<file path="config.mk">
export PLATFORM = sky130hd
export DESIGN_NAME = txn_sequencer
export DESIGN_NICKNAME = d
export VERILOG_FILES = /design/src/rtl/txn_seq_pkg.sv /design/src/rtl/txn_seq_buf.sv /design/src/rtl/txn_sequencer.sv
export SDC_FILE = /design/constraint.sdc
export NUM_CORES = 1
export LEC_CHECK = 0
export CAP_MARGIN = 25
export CORE_UTILIZATION = 54
export CTS_CLUSTER_DIAMETER = 80
export DETAILED_ROUTE_END_ITERATION = 12
export GPL_TIMING_DRIVEN = 0
export PLACE_DENSITY = 0.79
export SETUP_SLACK_MARGIN = 0.4
export SLEW_MARGIN = 30
export SYNTH_ARGS = -nofsm -noshare
export SYNTH_HDL_FRONTEND = slang
export SYNTH_SLANG_ARGS = --single-unit
</file>
<file path="constraint.sdc">
create_clock -name clk -period 2.3 [get_ports clk]
set_input_delay 0.345 -clock clk [delete_from_list [all_inputs] [get_ports clk]]
set_output_delay 0.345 -clock clk [all_outputs]
set_load 0.01 [all_outputs]
</file>
<file path="src/rtl/txn_seq_pkg.sv">
// Shared constants for the scripted bus master: FSM encodings, ISSUE length
// and the default address table.
package txn_seq_pkg;

  typedef logic [1:0] state_t;

  localparam state_t ST_IDLE  = 2'd0;
  localparam state_t ST_LOAD  = 2'd1;
  localparam state_t ST_ISSUE = 2'd2;
  localparam state_t ST_WAIT  = 2'd3;

  // dvalid is held for exactly this many cycles per transaction
  localparam int ISSUE_LEN = 2;

  // Entry 0 is the least significant slice
  localparam logic [63:0] DEFAULT_ADDRS = {16'h0009, 16'h1001, 16'h2002, 16'h0009};

endpackage

</file>
<file path="src/rtl/txn_seq_buf.sv">
// Split data buffer: one write port (FSM beats host), registered LOAD and
// debug read ports, whole array cleared by reset.
module txn_seq_buf #(
  parameter int DATA_WIDTH = 8,
  parameter int BUF_DEPTH  = 32,
  localparam int BW        = $clog2(BUF_DEPTH)
) (
  input  logic                  clk,
  input  logic                  rstn,
  input  logic                  fsm_we,
  input  logic [BW-1:0]         fsm_waddr,
  input  logic [DATA_WIDTH-1:0] fsm_wdata,
  input  logic                  host_we,
  input  logic [BW-1:0]         host_waddr,
  input  logic [DATA_WIDTH-1:0] host_wdata,
  input  logic                  ld_rd_en,
  input  logic [BW-1:0]         ld_raddr,
  output logic [DATA_WIDTH-1:0] ld_rdata,
  input  logic [BW-1:0]         dbg_addr,
  output logic [DATA_WIDTH-1:0] dbg_data
);

  logic [DATA_WIDTH-1:0] mem_q [BUF_DEPTH];
  logic                  we_d;
  logic [BW-1:0]         waddr_d;
  logic [DATA_WIDTH-1:0] wdata_d;
  logic [DATA_WIDTH-1:0] ld_rdata_d, ld_rdata_q;
  logic [DATA_WIDTH-1:0] dbg_data_d, dbg_data_q;

  // Write-port arbitration and next values of the two read registers
  always_comb begin
    we_d       = 1'b0;
    waddr_d    = host_waddr;
    wdata_d    = host_wdata;
    if (fsm_we) begin
      we_d    = 1'b1;
      waddr_d = fsm_waddr;
      wdata_d = fsm_wdata;
    end else if (host_we) begin
      we_d    = 1'b1;
    end
    ld_rdata_d = ld_rd_en ? mem_q[ld_raddr] : ld_rdata_q;
    dbg_data_d = mem_q[dbg_addr];
  end

  // Array storage; reads above see the pre-write contents of the same cycle
  always_ff @(posedge clk) begin
    if (!rstn) begin
      for (int i = 0; i < BUF_DEPTH; i++) mem_q[i] <= '0;
    end else if (we_d) begin
      mem_q[waddr_d] <= wdata_d;
    end
  end

  // Registered read ports
  always_ff @(posedge clk) begin
    if (!rstn) begin
      ld_rdata_q <= '0;
      dbg_data_q <= '0;
    end else begin
      ld_rdata_q <= ld_rdata_d;
      dbg_data_q <= dbg_data_d;
    end
  end

  assign ld_rdata = ld_rdata_q;
  assign dbg_data = dbg_data_q;

endmodule

</file>
<file path="src/rtl/txn_sequencer.sv">
// Scripted bus master front-end: walks an address table, moving data between
// the split buffer (writes from the lower half, reads into the upper half)
// and master_port, with timeout, abort, host preload and debug readout.
module txn_sequencer
  import txn_seq_pkg::*;
#(
  parameter int ADDR_WIDTH = 16,
  parameter int DATA_WIDTH = 8,
  parameter int NUM_TXN    = 4,
  parameter int BUF_DEPTH  = 32,
  parameter int TIMEOUT    = 255,
  parameter logic [ADDR_WIDTH*NUM_TXN-1:0] ADDRS = DEFAULT_ADDRS,
  localparam int BW = $clog2(BUF_DEPTH),
  localparam int TW = $clog2(NUM_TXN)
) (
  input  logic                  clk,
  input  logic                  rstn,
  input  logic                  start,
  input  logic                  mode,
  input  logic                  run_all,
  input  logic                  abort,
  input  logic                  ld_en,
  input  logic [BW-1:0]         ld_addr,
  input  logic [DATA_WIDTH-1:0] ld_data,
  input  logic [BW-1:0]         dbg_addr,
  output logic [DATA_WIDTH-1:0] dbg_data,
  output logic                  ready,
  output logic                  done,
  output logic                  timeout_err,
  output logic [TW-1:0]         txn_idx,
  output logic [ADDR_WIDTH-1:0] daddr,
  output logic [DATA_WIDTH-1:0] dwdata,
  output logic                  dmode,
  output logic                  dvalid,
  input  logic                  dready,
  input  logic [DATA_WIDTH-1:0] drdata
);

  localparam int CW = $clog2(TIMEOUT + 1);
  localparam int IW = (ISSUE_LEN > 1) ? $clog2(ISSUE_LEN) : 1;

  state_t        state_d, state_q;
  logic          dmode_d, dmode_q;
  logic          run_all_d, run_all_q;
  logic          timeout_err_d, timeout_err_q;
  logic          done_d, done_q;
  logic [TW-1:0] txn_idx_d, txn_idx_q;
  logic [CW-1:0] wait_cnt_d, wait_cnt_q;
  logic [IW-1:0] issue_cnt_d, issue_cnt_q;
  logic          fsm_we;
  logic          last_idx;
  logic [BW-1:0] buf_idx;

  // Table lookup for the current index and the buffer slot it maps to
  always_comb begin
    daddr   = ADDRS[ADDR_WIDTH*int'(txn_idx_q) +: ADDR_WIDTH];
    buf_idx = {~dmode_q, daddr[BW-2:0]};
  end

  // Sequencer next-state logic; abort overrides everything at the end
  always_comb begin
    state_d       = state_q;
    dmode_d       = dmode_q;
    run_all_d     = run_all_q;
    timeout_err_d = timeout_err_q;
    txn_idx_d     = txn_idx_q;
    wait_cnt_d    = wait_cnt_q;
    issue_cnt_d   = issue_cnt_q;
    done_d        = 1'b0;
    fsm_we        = 1'b0;
    last_idx      = (txn_idx_q == TW'(NUM_TXN - 1));
    case (state_q)
      ST_IDLE: begin
        if (start) begin
          state_d       = ST_LOAD;
          dmode_d       = mode;
          run_all_d     = run_all;
          timeout_err_d = 1'b0;
          wait_cnt_d    = '0;
        end
      end
      ST_LOAD: begin
        state_d     = ST_ISSUE;
        issue_cnt_d = '0;
      end
      ST_ISSUE: begin
        if (issue_cnt_q == IW'(ISSUE_LEN - 1)) begin
          state_d    = ST_WAIT;
          wait_cnt_d = '0;
        end else begin
          issue_cnt_d = issue_cnt_q + IW'(1);
        end
      end
      default: begin
        if (dready) begin
          fsm_we    = ~dmode_q;
          txn_idx_d = last_idx ? '0 : txn_idx_q + TW'(1);
          if (run_all_q && !last_idx) begin
            state_d = ST_LOAD;
          end else begin
            state_d = ST_IDLE;
            done_d  = 1'b1;
          end
        end else if (wait_cnt_q == CW'(TIMEOUT - 1)) begin
          state_d       = ST_IDLE;
          timeout_err_d = 1'b1;
        end else begin
          wait_cnt_d = wait_cnt_q + CW'(1);
        end
      end
    endcase
    if (abort && (state_q != ST_IDLE)) begin
      state_d       = ST_IDLE;
      done_d        = 1'b0;
      fsm_we        = 1'b0;
      txn_idx_d     = txn_idx_q;
      timeout_err_d = timeout_err_q;
    end
  end

  // Sequencer state registers
  always_ff @(posedge clk) begin
    if (!rstn) begin
      state_q       <= ST_IDLE;
      dmode_q       <= 1'b0;
      run_all_q     <= 1'b0;
      timeout_err_q <= 1'b0;
      done_q        <= 1'b0;
      txn_idx_q     <= '0;
      wait_cnt_q    <= '0;
      issue_cnt_q   <= '0;
    end else begin
      state_q       <= state_d;
      dmode_q       <= dmode_d;
      run_all_q     <= run_all_d;
      timeout_err_q <= timeout_err_d;
      done_q        <= done_d;
      txn_idx_q     <= txn_idx_d;
      wait_cnt_q    <= wait_cnt_d;
      issue_cnt_q   <= issue_cnt_d;
    end
  end

  // The buffer's LOAD read register doubles as dwdata, so it stays stable
  // until the next LOAD
  txn_seq_buf #(
    .DATA_WIDTH (DATA_WIDTH),
    .BUF_DEPTH  (BUF_DEPTH)
  ) u_buf (
    .clk        (clk),
    .rstn       (rstn),
    .fsm_we     (fsm_we),
    .fsm_waddr  (buf_idx),
    .fsm_wdata  (drdata),
    .host_we    (ld_en && (state_q == ST_IDLE)),
    .host_waddr (ld_addr),
    .host_wdata (ld_data),
    .ld_rd_en   (state_q == ST_LOAD),
    .ld_raddr   (buf_idx),
    .ld_rdata   (dwdata),
    .dbg_addr   (dbg_addr),
    .dbg_data   (dbg_data)
  );

  assign ready       = (state_q == ST_IDLE);
  assign dvalid      = (state_q == ST_ISSUE);
  assign dmode       = dmode_q;
  assign done        = done_q;
  assign timeout_err = timeout_err_q;
  assign txn_idx     = txn_idx_q;

endmodule

</file>
==> key figures, run 1 <==
Placed design
  – Cells after DPL: between 1000 and 1500
  – Hpwl dp: 27400 µm
  – Buffers on Ports: 54
  – Gpl congestion: a little under 1

Global route
  – Vias in the first global route: between 9000 and 10000
  – Pin count of the biggest net entering global routing: 15
  – Total global-route track usage: between 30% and 40%
  – First-pass GRT wire length: approximately 60000 µm
  – Initial antenna violation count: 1
  – Grt ovf: 0

Floorplanning
  – Die Ht: about 160 µm
  – Ports: 73
  – Die X: 160 µm
  – Initial Util: 55.3%
  – Core area: ~24000 µm²
  – Cell Rows: 57
  – Die area: around 26000 µm²

Setup path
  – Req. time, crit path: between 2 and 3 ns
  – Crit path max fanout: 8
  – Worst EP arrival: about 2.5 ns
  – Worst setup EP type: flop
  – Crit path max-delay cell type: a311oi_4
  – Critical path buffers and inverters: 3
  – Critical path's largest stage delay: ~0.43 ns
  – Most Frequent Cell on Critical Path: nand2_8
  – Cells along the critical path: inv_4 > ha_4 > buf_6 > nand4b_1 > a311oi_4 > buf_8 > nand2_8 > nand2_8
  – Family with the most delay on the worst path: simple AND/OR/NAND/NOR gates
  – Critical Path Source Type: flop
  – WS Path Type: reg -> reg

Synth
  – Count of cell types in the netlist: 56
  – Main synth FF type: edfxtp_1
  – Post-Synthesis Cells: just over 1000
  – Synth Register Bits: slightly below 300
  – Post-synth EDFFs: 256
  – Register area share after synthesis: about three fifths
  – Synth cell count leaders: 280 x nor2_1, 256 x edfxtp_1, 73 x mux4_2
  – Post-Syn Area: about 13000 µm²
  – Ys async rst share: 0%
  – Most frequent cell after synthesis: nor2_1
  – Synth warn: 0
  – Top-area cell type share of the netlist area: between 50% and 60%
  – Main area contributors after synthesis: edfxtp_1 57%, mux4_2 12%, nor2_1 7.8%
  – Cell taking the most area after synthesis: edfxtp_1
  – Synth Area per Inst: 13.2 µm²

CTS
  – Sink Count: about 290
  – Clk slew on worst S/H paths: ~0.060 ns
  – Hold buffer count at CTS: 0
  – CTS tree: yes
  – TritonCTS Buffers: 30
  – H-tree levels: 1
  – Maximum clock insertion buffer count: 3
  – Later-pin clock latency in the skew report: between 0.5 and 0.6 ns
  – Clk root buf: clkbuf_16

STA
  – Clock skew: around 0.013 ns
  – Fin crit period: roughly 2.3 ns
  – Least-Margin Pin Slew: between 1 and 1.5 ns
  – Rel. slew slack: between 20% and 30%
  – Tcrit/Tclk final: between 90% and 100%
  – Final Hold Viols: 0
  – Fmax achieved: around 440 MHz
  – Unrepaired setup endpoints after global routing: yes
  – Slew Viols, Final: 0
  – Setup TNS: 0 ns
  – Final setup vio count: 0

Route
  – Average wire per standard cell: between 20 and 30 µm
  – Post-DRT Antenna Nets: 0
  – DR pass1 iterations: 5
  – Initial DRC count: between 1500 and 2000
  – Residual DRC count: 0
  – Via count: ~10000
  – DR vias/cell: between 6 and 7
  – WL final: ~43000 µm

Flow run
  – Max_cap viols: 0

Final layout
  – Layout Cells excl Fill: between 1500 and 2000
  – Net count, final: roughly 1200
  – Ratio of cells with drive above 1 in the final layout: approximately a third
  – Area grow syn2layout: 31.2%
  – ANT cells: 0

Worst hold path
  – Hold Path Class: in -> reg

Pwr
  – Leak: around 6.5 nW
  – Clock share of power: 35.4%
  – Power per cell area: between 700 and 800 nW/µm²
  – Sequential Power Share: ~45%
  – Sw frac: a little over a quarter
  – Logic pwr share: about a fifth
  – Int Pwr: 9.92 mW
  – Net Switching: around 3.7 mW
  – Maximum vdd ir drop: between 0.5 and 0.6 mV

Run status
  – Outcome: finished, final reports clean
worst reg2reg max path, cell delays in order (launching register included):
cell,delay [ns]
dfxtp_4,0.37
inv_4,0.09
ha_4,0.19
buf_6,0.12
nand4b_1,0.26
a311oi_4,0.43
buf_8,0.25
nand2_8,0.10
nand2_8,0.14
through the flow:
step	power (mW)	setup WS [ns]	cell area, µm²	hold WS, ns	util (%)
after CTS	13.3	0.185	17100	0.171	70.1
after detailed placement	8.26	-1.32	14800	0.473	60.7
after global routing	13.9	-0.00839	17700	0.230	72.6
after floorplan	7.48	0.147	13800	0.437	-
final	13.7	0.0359	17700	0.209	72.6
after global placement	8.20	-1.30	14800	0.446	60.5
power by group through the flow:
stage | logic [mW] | clock network [mW] | registers (mW)
global route | 2.72 | 5.00 | 6.22
global placement | 1.93 | 0 | 6.27
CTS | 2.31 | 4.78 | 6.17
finish | 2.63 | 4.84 | 6.20
detailed placement | 1.98 | 0 | 6.28
floorplan | 1.24 | 0 | 6.24
cells in the final DEF, fill, tap and decap left out, types with 9 or more instances in the layout:
| master | instances |
|---|---|
| nor2_1 | 256 |
| edfxtp_1 | 256 |
| mux4_2 | 73 |
| buf_4 | 54 |
| clkdlybuf4s50_1 | 49 |
| nand2_4 | 36 |
| clkbuf_16 | 35 |
| dfxtp_1 | 28 |
| nand2_8 | 24 |
| clkbuf_1 | 22 |
| nand2_1 | 22 |
| buf_12 | 18 |
| mux2i_1 | 17 |
| mux2_2 | 17 |
| nor2_4 | 14 |
| buf_6 | 13 |
| buf_8 | 13 |
| clkbuf_8 | 13 |
| a21oi_1 | 13 |
| clkinv_1 | 11 |
| conb_1 | 11 |
| nor2_2 | 10 |
| buf_2 | 10 |
| o21ai_0 | 10 |
| a311oi_1 | 9 |
flip-flops by register name, indices dropped and copies added (netlist names):
name,count
u_buf.mem_q,256
u_buf.dbg_data,8
u_buf.ld_rdata,8
wait_cnt_q,8
state_q,2
txn_idx,2
dmode,1
done,1
issue_cnt_q,1
run_all_q,1
timeout_err,1
final cells by class:
| type | instances | area [µm²] |
|---|---|---|
| Timing Repair Buffer | 125 | 1340 |
| Clock inverter | 19 | 166 |
| Multi-Input combinational cell | 647 | 5820 |
| Clock buffer | 35 | 791 |
| Inverter | 11 | 46.3 |
| Sequential cell | 289 | 8360 |
| Fill cell | 1417 | 6690 |
| Buffer | 82 | 767 |
| Tap cell | 324 | 405 |
cells by family (layout without fill, tap and decap cells):
group / Yosys count / count (layout) / synth area share (%)
flops: 289 / 289 / 61.9
mux: 115 / 115 / 15.5
other cells: 1 / 11 / 0.0278
simple gates: 419 / 419 / 13.5
fa+ha+maj: 9 / 9 / 0.835
buf+inv: 93 / 272 / 3.17
compound gates: 93 / 93 / 5.17
repair_timing:
action                     4_1_cts  5_1_grt
gates resized for setup        197       91
gates cloned                     2        0
pin swaps                       30       34
buffers inserted                39       28
hold endpoints to repair         0        0
setup endpoints to repair      532      545
path summary, 6_finish.rpt:
check	to	cells after the start	startpoint	slack (ns)
worst min register to register	run_all_q$_SDFFE_PN0P_	2	run_all_q$_SDFFE_PN0P_	0.48
worst min-delay path	done$_SDFF_PP0_	3	rstn	0.21
worst max register to register	u_buf.mem_q[5][5]$_SDFFCE_PN0P_	8	state_q[0]$_SDFFE_PP0P_	0.04
worst max-delay path	u_buf.mem_q[5][5]$_SDFFCE_PN0P_	8	state_q[0]$_SDFFE_PP0P_	0.04
metal layers:
layer / global-route usage [%] / wire [µm] / share of wire (%)
met1: 43.4 / 15000 / 35
met2: 50.5 / 19700 / 46
met3: 9.04 / 5990 / 14
met4: 16.1 / 2460 / 5.7
met5: 0 / 0 / 0
No activity file was read; power rests on OpenSTA's default activity.
==> inputs of run 2 (changes only) <==
Settings changed: CAP_MARGIN 25 to default, PLACE_DENSITY 0.79 to 0.86.
==> run 2 against run 1 <==
The flow now finishes with violations (negative setup slack). Cell count up 3.8%. Clock-buffer cell count rose by 1. Worst setup slack worse by 0.61 ns. Clock skew up 0.010 ns. Sequential share of layout area is 4.0 points lower. Sequential power is essentially flat. Register-to-register slack worse by 0.38 ns. Wire length grew 35%. Critical path type is now in -> reg. Highest routed layer is now met5.
==> key figures, run 2 (synthesis gave the netlist of run 1 again) <==
Final layout
  – Commonest non-fill, non-tap cell in the layout: edfxtp_1
  – Net count, final: 1281 (+4.2%)
  – Most frequent cells in the layout: 256 x edfxtp_1, 170 x nor2_1, 89 x nor2_4
  – Max reg flops: 256 (unchanged)
  – Filler cell count: 1099 (-22%)
  – Layout Cells excl Fill: 1590 (+3.8%)
  – Ratio of cells with drive above 1 in the final layout: 44.0% (+11 points)
  – Area grow syn2layout: 43.2%
  – Most flop-heavy register: u_buf.mem_q

Placed design
  – Cells after DPL: 1409 (unchanged)
  – Buffers on Ports: 54 (unchanged)
  – Gpl congestion: 0.944 (-4.3%)
  – Hpwl dp: 27800 µm (+1.2%)

CTS
  – Clk slew on worst S/H paths: 0.06 ns (about the same)
  – CTS tree: yes
  – Sink Count: 289 (unchanged)
  – Later-pin clock latency in the skew report: 0.58 ns (+0.02 ns)
  – Maximum clock insertion buffer count: 3 (unchanged)
  – TritonCTS Buffers: 30 (unchanged)
  – H-tree levels: 1 (unchanged)
  – Hold buffer count at CTS: 0 (unchanged)
  – Clk root buf: clkbuf_16

STA
  – Final Hold Viols: 0 (unchanged)
  – Slew Viols, Final: 0 (unchanged)
  – Fin crit period: 2.87 ns (+0.611 ns)
  – Unrepaired setup endpoints after global routing: yes
  – Hold WS: 0.221 ns (+0.0128 ns)
  – Rel. slew slack: 9.88% (-20 points)
  – Post-route setup slack: -0.575 ns (-0.611 ns)
  – Fmax achieved: 348 MHz (-21%)
  – Tcrit/Tclk final: 125% (+27 points)
  – Final setup vio count: 90 (+90)
  – Clock skew: 0.0237 ns (+0.0104 ns)
  – Least-Margin Pin Slew: 1.34 ns (+0.287 ns)

Route
  – Residual DRC count: 0 (unchanged)
  – Initial DRC count: 2430 (+54%)
  – Post-DRT Antenna Nets: 0 (unchanged)
  – Average wire per standard cell: 36.7 µm (+30%)
  – Via count: 11800 (+16%)
  – DR pass1 iterations: 9 (+4)
  – DR vias/cell: 7.40 (+12%)
  – WL final: 58300 µm (+35%)

Run status
  – Failing checks: negative setup slack
  – Outcome: complete, but fails checks

Setup path
  – Cells along the critical path: clkbuf_4 > buf_4 > clkbuf_4 > mux2i_1 > a221oi_1 > o21ai_0 > a31oi_1
  – Critical Path Source Type: primary input
  – WS Path Type: in -> reg
  – Worst setup EP type: flop
  – Crit path max fanout: 10 (+2)
  – Req. time, crit path: 2.67 ns (+0.12 ns)
  – Most Frequent Cell on Critical Path: clkbuf_4
  – Worst EP arrival: 3.24 ns (+0.73 ns)
  – Crit path max-delay cell type: a31oi_1
  – Critical path's largest stage delay: 0.87 ns (+0.44 ns)

Global route
  – First-pass GRT wire length: 62000 µm (+2.1%)
  – Vias in the first global route: 9958 (+3.5%)
  – Initial antenna violation count: 4 (+3)
  – Pin count of the biggest net entering global routing: 15 (unchanged)
  – Total global-route track usage: 33.1% (+0.28 points)
  – Grt ovf: 0 (unchanged)

Floorplanning
  – Initial Util: 55.3% (unchanged)
  – Die area: 25600 µm² (unchanged)
  – Core area: 24400 µm² (unchanged)
  – Cell Rows: 57 (unchanged)
  – Die X: 160 µm (unchanged)
  – Ports: 73 (unchanged)
  – Die Ht: 160 µm (unchanged)

Pwr
  – Leak: 6.87 nW (+6.0%)
  – Maximum vdd ir drop: 0.671 mV (+12%)
  – Final Power: 14.4 mW (+5.5%)
  – Power per cell area: 746 nW/µm² (-3.4%)

Flow run
  – Max_cap viols: 0 (unchanged)

Worst hold path
  – Hold Path Class: in -> reg
-- run 2: cell types whose count changed in the layout (fill, tap and decap cells not counted), sizes merged, moves of 2 or more --
| cell | previous run | this run |
|---|---|---|
| clkbuf | 79 | 89 |
| diode | 0 | 4 |
| buf | 109 | 151 |
| clkinvlp | 1 | 3 |
-- run 2: stage by stage --
stage	area (µm²)	setup slack (ns)	TNS [ns]	util, %
after floorplan	13800	0.147	0	-
after global placement	14800	-1.19	-443.40	60.5
after detailed placement	14800	-1.29	-423.81	60.6
after CTS	16800	0.163	0	68.7
after global routing	19300	-0.531	-3.73	79.2
final	19300	-0.575	-6.11	79.2
-- run 2: per-layer routing --
metal / routed length (µm) / vias up / global-route usage [%]
met5: 63 / - / 0
met4: 5670 / 4 / 17.7
met3: 10300 / 495 / 10.8
met2: 25200 / 1493 / 52.7
met1: 17100 / 5537 / 40.4
li1: - / 4239 / -
-- run 2: area by class of cell --
type	instances	area [µm²]	area share [%]
Timing Repair Buffer	176	2140	11.1
Antenna cell	4	10.0	0.0518
Clock inverter	20	144	0.745
Multi-Input combinational cell	648	6610	34.2
Buffer	82	816	4.22
Sequential cell	289	8360	43.3
Tap cell	324	405	2.10
Inverter	11	47.5	0.246
Clock buffer	36	795	4.11
-- run 2: what timing repair did --
item,CTS,global route
pin swaps,27,63
endpoints found under the setup margin,546,545
resized for setup,174,341
gates cloned,1,19
setup buffers,23,78
-- run 2: power by group --
part / switching, mW / internal [mW]
registers: 0.227 / 6.00
logic: 1.90 / 1.41
clock network: 2.20 / 2.67
-- run 2: final timing paths --
| path | startpoint | to | slack, ns | cells after the start |
|---|---|---|---|---|
| min | rstn | done$_SDFF_PP0_ | 0.22 | 3 |
| max reg2reg | u_buf.mem_q[17][2]$_SDFFCE_PN0P_ | u_buf.dbg_data[2]$_SDFF_PN0_ | -0.34 | 3 |
| max | dbg_addr[2] | u_buf.dbg_data[2]$_SDFF_PN0_ | -0.57 | 7 |
| min reg2reg | run_all_q$_SDFFE_PN0P_ | run_all_q$_SDFFE_PN0P_ | 0.50 | 2 |
-- run 2: worst max-delay path: cells and delay by family --
family          cells  cell delay [ns]
buf+inv             3             1.01
compound gates      3             1.70
mux                 1             0.15
